### src/rtl/cellrv32_gpio_filter.sv
// Input conditioning for the GPIO port: two-flop synchronizer, prescaled debounce filter,
// rise/fall edge detection with sticky pending flags and a level interrupt.
module cellrv32_gpio_filter #(
    parameter int          GPIO_NUM  = 64,
    parameter logic [31:0] BASE_ADDR = 32'hFFFFFC00,
    parameter int          DEB_TICKS = 4
) (
    input  logic        clk_i,
    input  logic        rst_i,
    input  logic [31:0] addr_i,
    input  logic        rden_i,
    input  logic        wren_i,
    input  logic [31:0] data_i,
    output logic [31:0] data_o,
    output logic        ack_o,
    input  logic [63:0] pins_i,
    output logic [63:0] gpio_f_o,
    output logic        irq_o
);

    localparam logic [63:0] PIN_MASK = (GPIO_NUM >= 64) ? {64{1'b1}} :
                                       ((64'd1 << GPIO_NUM) - 64'd1);
    localparam logic [3:0]  DEB_MAX  = 4'(DEB_TICKS - 1);

    // Bus handshake: rden_i/wren_i are single-cycle strobes qualified by the window decode;
    // ack_o follows one cycle later, with data_o valid in that same cycle for reads only.
    // A cycle with both strobes performs the write and returns the pre-write register value.
    logic        acc;
    logic [2:0]  widx;
    logic        wr_en;
    logic        ctrl_we;
    logic [31:0] rdata;
    logic        unused_addr_lsb;

    logic [15:0] prsc;
    logic        fen;
    logic [63:0] rise_en;
    logic [63:0] fall_en;
    logic [63:0] pend;
    logic [63:0] w1c;

    logic [15:0] prsc_cnt;
    logic        tick;

    logic [63:0] sync1;
    logic [63:0] sync2;
    logic [63:0] filt;
    logic [63:0] filt_d;
    logic [3:0]  cnt [64];
    logic [63:0] rise;
    logic [63:0] fall;

    assign acc             = (addr_i[31:5] == BASE_ADDR[31:5]);
    assign widx            = addr_i[4:2];
    assign wr_en           = acc & wren_i;
    assign ctrl_we         = wr_en & (widx == 3'd0);
    assign unused_addr_lsb = ^addr_i[1:0];

    always_comb begin
        rdata = '0;
        case (widx)
            3'd0:    rdata = {fen, 15'd0, prsc};
            3'd1:    rdata = rise_en[31:0];
            3'd2:    rdata = rise_en[63:32];
            3'd3:    rdata = fall_en[31:0];
            3'd4:    rdata = fall_en[63:32];
            3'd5:    rdata = pend[31:0];
            3'd6:    rdata = pend[63:32];
            default: rdata = '0;
        endcase
    end

    always_ff @(posedge clk_i) begin
        if (rst_i) begin
            ack_o  <= 1'b0;
            data_o <= '0;
        end else begin
            ack_o  <= acc & (rden_i | wren_i);
            data_o <= (acc & rden_i) ? rdata : 32'd0;
        end
    end

    always_ff @(posedge clk_i) begin
        if (rst_i) begin
            prsc    <= '0;
            fen     <= 1'b0;
            rise_en <= '0;
            fall_en <= '0;
        end else if (wr_en) begin
            case (widx)
                3'd0: begin
                    prsc <= data_i[15:0];
                    fen  <= data_i[31];
                end
                3'd1:    rise_en[31:0]  <= data_i & PIN_MASK[31:0];
                3'd2:    rise_en[63:32] <= data_i & PIN_MASK[63:32];
                3'd3:    fall_en[31:0]  <= data_i & PIN_MASK[31:0];
                3'd4:    fall_en[63:32] <= data_i & PIN_MASK[63:32];
                default: ;
            endcase
        end
    end

    always_comb begin
        w1c = '0;
        if (wr_en && (widx == 3'd5)) w1c[31:0]  = data_i;
        if (wr_en && (widx == 3'd6)) w1c[63:32] = data_i;
    end

    // Shared debounce time base; rewriting CTRL restarts the period.
    assign tick = fen & (prsc_cnt == prsc);

    always_ff @(posedge clk_i) begin
        if (rst_i || ctrl_we || !fen) begin
            prsc_cnt <= '0;
        end else if (tick) begin
            prsc_cnt <= '0;
        end else begin
            prsc_cnt <= prsc_cnt + 16'd1;
        end
    end

    always_ff @(posedge clk_i) begin
        if (rst_i) begin
            sync1 <= '0;
            sync2 <= '0;
        end else begin
            sync1 <= pins_i & PIN_MASK;
            sync2 <= sync1;
        end
    end

    // A pin must disagree with the filtered value on DEB_TICKS consecutive ticks to flip it.
    always_ff @(posedge clk_i) begin
        if (rst_i) begin
            filt <= '0;
            for (int i = 0; i < 64; i++) cnt[i] <= '0;
        end else if (!fen) begin
            filt <= sync2;
            for (int i = 0; i < 64; i++) cnt[i] <= '0;
        end else if (tick) begin
            for (int i = 0; i < 64; i++) begin
                if (sync2[i] == filt[i]) begin
                    cnt[i] <= '0;
                end else if (cnt[i] == DEB_MAX) begin
                    filt[i] <= sync2[i];
                    cnt[i]  <= '0;
                end else begin
                    cnt[i] <= cnt[i] + 4'd1;
                end
            end
        end
    end

    always_ff @(posedge clk_i) begin
        if (rst_i) begin
            filt_d <= '0;
        end else begin
            filt_d <= filt;
        end
    end

    assign rise = filt & ~filt_d;
    assign fall = ~filt & filt_d;

    // New edges are ORed in after the clear so a same-cycle set survives the W1C.
    always_ff @(posedge clk_i) begin
        if (rst_i) begin
            pend <= '0;
        end else begin
            pend <= ((pend & ~w1c) | (rise & rise_en) | (fall & fall_en)) & PIN_MASK;
        end
    end

    assign gpio_f_o = filt;
    assign irq_o    = |pend;

endmodule

### config.mk
export PLATFORM = sky130hd
export DESIGN_NAME = cellrv32_gpio_filter
export DESIGN_NICKNAME = d
export VERILOG_FILES = /design/src/rtl/cellrv32_gpio_filter.sv
export SDC_FILE = /design/constraint.sdc
export NUM_CORES = 2
export LEC_CHECK = 0
export ABC_AREA = 1
export ABC_CLOCK_PERIOD_IN_PS = 2380
export CORE_MARGIN = 5
export CORE_UTILIZATION = 48
export CTS_CLUSTER_SIZE = 25
export DETAILED_ROUTE_END_ITERATION = 6
export GPL_TIMING_DRIVEN = 0
export PLACE_DENSITY = 0.68
export SLEW_MARGIN = 30
export SYNTH_ARGS = -nofsm -noshare
export SYNTH_HDL_FRONTEND = slang
export SYNTH_SLANG_ARGS = --single-unit
### constraint.sdc
create_clock -name clk_i -period 2.38 [get_ports clk_i]
set_clock_uncertainty 0.1 [all_clocks]
set_input_delay 0.357 -clock clk_i [delete_from_list [all_inputs] [get_ports clk_i]]
set_output_delay 0.357 -clock clk_i [all_outputs]
set_load 0.02 [all_outputs]
==> out/qor.yml <==
violations_in_the_final_reports: "DRC, setup timing"
critical_path_required_ps: 1920
maxClockFrequency_mhz: 365.5
mappedNetlistNets: 4445
wl_um: 102000
clk_latency_worst_skew_pair_ps: 640
tritoncts: "done"
drive_gt1_frac: 0.07010
synth.distinct_cells: 32
worst_r2r_startpoint: "fen$_SDFFE_PP0P_"
proportion_of_synthesized_chip_area_in_sequential_cells: 0.5282
hpwl_um: 73690
synth-seq-cells: 770
grt_first_pass_wirelength_um: 154400
cp-end-kind: "primary output"
cts_htree_levels: 3
post_synth_instance_area_mm2: 0.03404
floorplan.rows: 97
total_of_max_cap_violations: 0
worst-slew-pin-transition_ps: 1047
timing.setup.critical_path_class: "reg -> out"
relSlewSlack: 0.3018
post_drt_via_cell_ratio: 5.239
placement.setup.worst_slack_ps: -1115
min_period_ps: 2736
vias_in_the_first_global_route: 27400
fin_nets: 4765
number_of_antenna_violations_at_the_first_check_in_global_routing: 8
hold_viol_final: 0
initial_core_util: 0.4852
most-common-layout-cells: "835 x sky130_fd_sc_hd__nor2_1, 695 x sky130_fd_sc_hd__inv_1, 522 x sky130_fd_sc_hd__nand2_1"
layout.cells.most_common: "sky130_fd_sc_hd__nor2_1"
core-area_mm2: 0.07015
finalWorstSetupSlack_ps: -356.3
synth_enable_flop_cells: 256
slew_viol_final: 0
predominant_post_synthesis_flop_cell: "sky130_fd_sc_hd__dfxtp_1"
maximum_number_of_pins_on_one_net_before_global_route_repair: 15
synth_warnings: 0
syn_area_per_cell_um2: 8.012
drc_errors: 20
cts.sinks: 770
path_clk_slew_ps: 70
start_kind: "flop"
synthCells: 4248
grt-ovfl-total: 0
destination_of_the_worst_hold_path: "sync1[19]$_SDFF_PP0_"
netlist.area_leader.share: 0.3023
timing.critical_path.fanout_max: 2
worst-r2r-setup-slack_ps: 110
synthTopCellsByArea: "sky130_fd_sc_hd__dfxtp_1 30%, sky130_fd_sc_hd__edfxtp_1 23%, sky130_fd_sc_hd__nor2_1 9.2%"
worst_ep_arrival_time_ps: 2280
gp_congestion: 0.9514
ios: 230
status: "complete, but fails checks"
drtPass1Iterations: 7
postSynth.asyncResetShare: 0
clockRootBuffer: "sky130_fd_sc_hd__clkbuf_16"
tritoncts.num_buffers: 82
cts_buffer_depth: 3
power.total_mw: 27.58
fillers: 6512
worst_r2r_path_cells: 5
synthDominantAreaCellType: "sky130_fd_sc_hd__dfxtp_1"
postCtsHoldBufs: 0
syn2layout_area_growth_pct: 19.28
die_w_um: 276.3
final_ant_viol_nets: 0
power.ir.vdd_worst_mv: 0.4253
report.final.setup_viol: 1
track_usage: 0.2557
worstHoldPathType: "in -> reg"
vias: 29230
power.static_leakage_nw: 15.98
height_of_the_die_um: 276.3
detail_route.iter0.violations: 2739
cellPowerDensity_mw_per_mm2: 679.4
min_period_over_period: 1.150
hp-start: "pins_i[19]"
worst_r2r_dst: "cnt[0][48]$_SDFFCE_PN0P_"
rsz_0062_raised_after_global_routing: "yes"
placement.io_buffers: 225
drt-wirelength-per-cell_um: 18.29
hold-path-cell-count: 3
die_area_mm2: 0.07633
==> worst max-delay path by stage <==
stage | startpoint | end | slack [ps] | cells past startpoint
after global placement | addr_i[12] | rise_en[25]$_SDFFE_PP0P_ | -1090 | 9
after global routing | pend[3]$_SDFF_PP0_ | irq_o | -320 | 5
final | pend[0]$_SDFF_PP0_ | irq_o | -360 | 5
after CTS | pend[44]$_SDFF_PP0_ | irq_o | -270 | 5
after detailed placement | addr_i[12] | rise_en[4]$_SDFFE_PP0P_ | -1120 | 9
after floorplan | prsc_cnt[5]$_SDFF_PP0_ | cnt[1][0]$_SDFFCE_PN0P_ | 400 | 10
==> repair_timing <==
action,in CTS,in global routing
setup buffers,7,4
gates resized for setup,66,87
setup endpoints to repair,762,508
pin swaps,7,7
==> kinds of logic (layout without fill, tap and decap cells) <==
group           Yosys count  after routing  synth area share
xor+xnor                138            138           0.03551
other cells               0              4                 0
fa+ha+maj                65             65           0.02390
buf+inv                 873           1261           0.09705
compound gates          514            514           0.08238
simple gates           1888           1888            0.2330
flops                   770            770            0.5282
==> critical path, cell delays in order, from the launching register on <==
cell	delay, ps
sky130_fd_sc_hd__dfxtp_1	320
sky130_fd_sc_hd__inv_2	70
sky130_fd_sc_hd__nand4_1	210
sky130_fd_sc_hd__nor4_4	430
sky130_fd_sc_hd__nand4_1	350
sky130_fd_sc_hd__buf_6	250
==> flip-flops by register name, indices dropped and copies added (netlist names) <==
name / cells
cnt: 256
prsc_cnt: 16
filt_d: 64
prsc: 16
gpio_f_o: 64
sync1: 64
data_o: 32
fall_en: 64
rise_en: 64
ack_o: 1
fen: 1
sync2: 64
pend: 64
==> report_power, final <==
part           internal, mW  switching, mW  leakage (nW)  total [mW]
sequential             13.6         0.0962          7.34        13.7
clock                  7.31           5.32          1.32        12.6
combinational         0.454          0.762          7.33        1.22
==> layer usage <==
layer	vias up	track usage	wire length, µm
met1	13490	0.3345	41940
li1	14250	-	-
met2	1216	0.4118	46330
met5	-	0.003127	54
met4	10	0.1109	4557
met3	267	0.05534	9169
==> Yosys cell counts, types with 2 or more instances <==
cell and n:
sky130_fd_sc_hd__nor2_1 838, sky130_fd_sc_hd__inv_1 703, sky130_fd_sc_hd__nand2_1 565, sky130_fd_sc_hd__dfxtp_1 514, sky130_fd_sc_hd__edfxtp_1 256, sky130_fd_sc_hd__a21oi_1 204, sky130_fd_sc_hd__nand3_1 203, sky130_fd_sc_hd__o21ai_0 149
sky130_fd_sc_hd__clkbuf_1 146, sky130_fd_sc_hd__nor3_1 118, sky130_fd_sc_hd__nand4_1 89, sky130_fd_sc_hd__o22ai_1 83, sky130_fd_sc_hd__xor2_1 72, sky130_fd_sc_hd__xnor2_1 66, sky130_fd_sc_hd__ha_1 65, sky130_fd_sc_hd__a31oi_1 64
sky130_fd_sc_hd__or2_2 63, sky130_fd_sc_hd__buf_1 13, sky130_fd_sc_hd__o221ai_1 12, sky130_fd_sc_hd__buf_2 6, sky130_fd_sc_hd__nor4_1 5, sky130_fd_sc_hd__buf_6 2, sky130_fd_sc_hd__nand3b_1 2, sky130_fd_sc_hd__nor2_4 2
==> cell type report <==
| cell class | instances | area [µm²] | area share |
|---|---|---|---|
| Timing Repair Buffer | 236 | 2377 | 0.05856 |
| Clock inverter | 33 | 250.2 | 0.006164 |
| Sequential cell | 770 | 17980 | 0.4430 |
| Clock buffer | 119 | 2390 | 0.05887 |
| Antenna cell | 4 | 10.01 | 0.0002466 |
| Tap cell | 940 | 1176 | 0.02897 |
| Buffer | 168 | 748.2 | 0.01843 |
| Multi-Input combinational cell | 2605 | 13010 | 0.3206 |
| Inverter | 705 | 2648 | 0.06522 |
==> per-stage QoR <==
stage | area [µm²] | cells | utilization | setup TNS [ps] | hold WS, ps
after floorplan | 34040 | 4248 | - | 0 | 288.3
after detailed placement | 37470 | 5413 | 0.5341 | -482230 | 294.2
after global placement | 37460 | 5413 | 0.5340 | -525880 | 291.2
final | 40600 | 5580 | 0.5787 | -356.3 | 132.7
after CTS | 40380 | 5572 | 0.5757 | -269.1 | 110.4
after global routing | 40590 | 5578 | 0.5786 | -357.9 | 130.2
(Power assumes the default switching activity.)
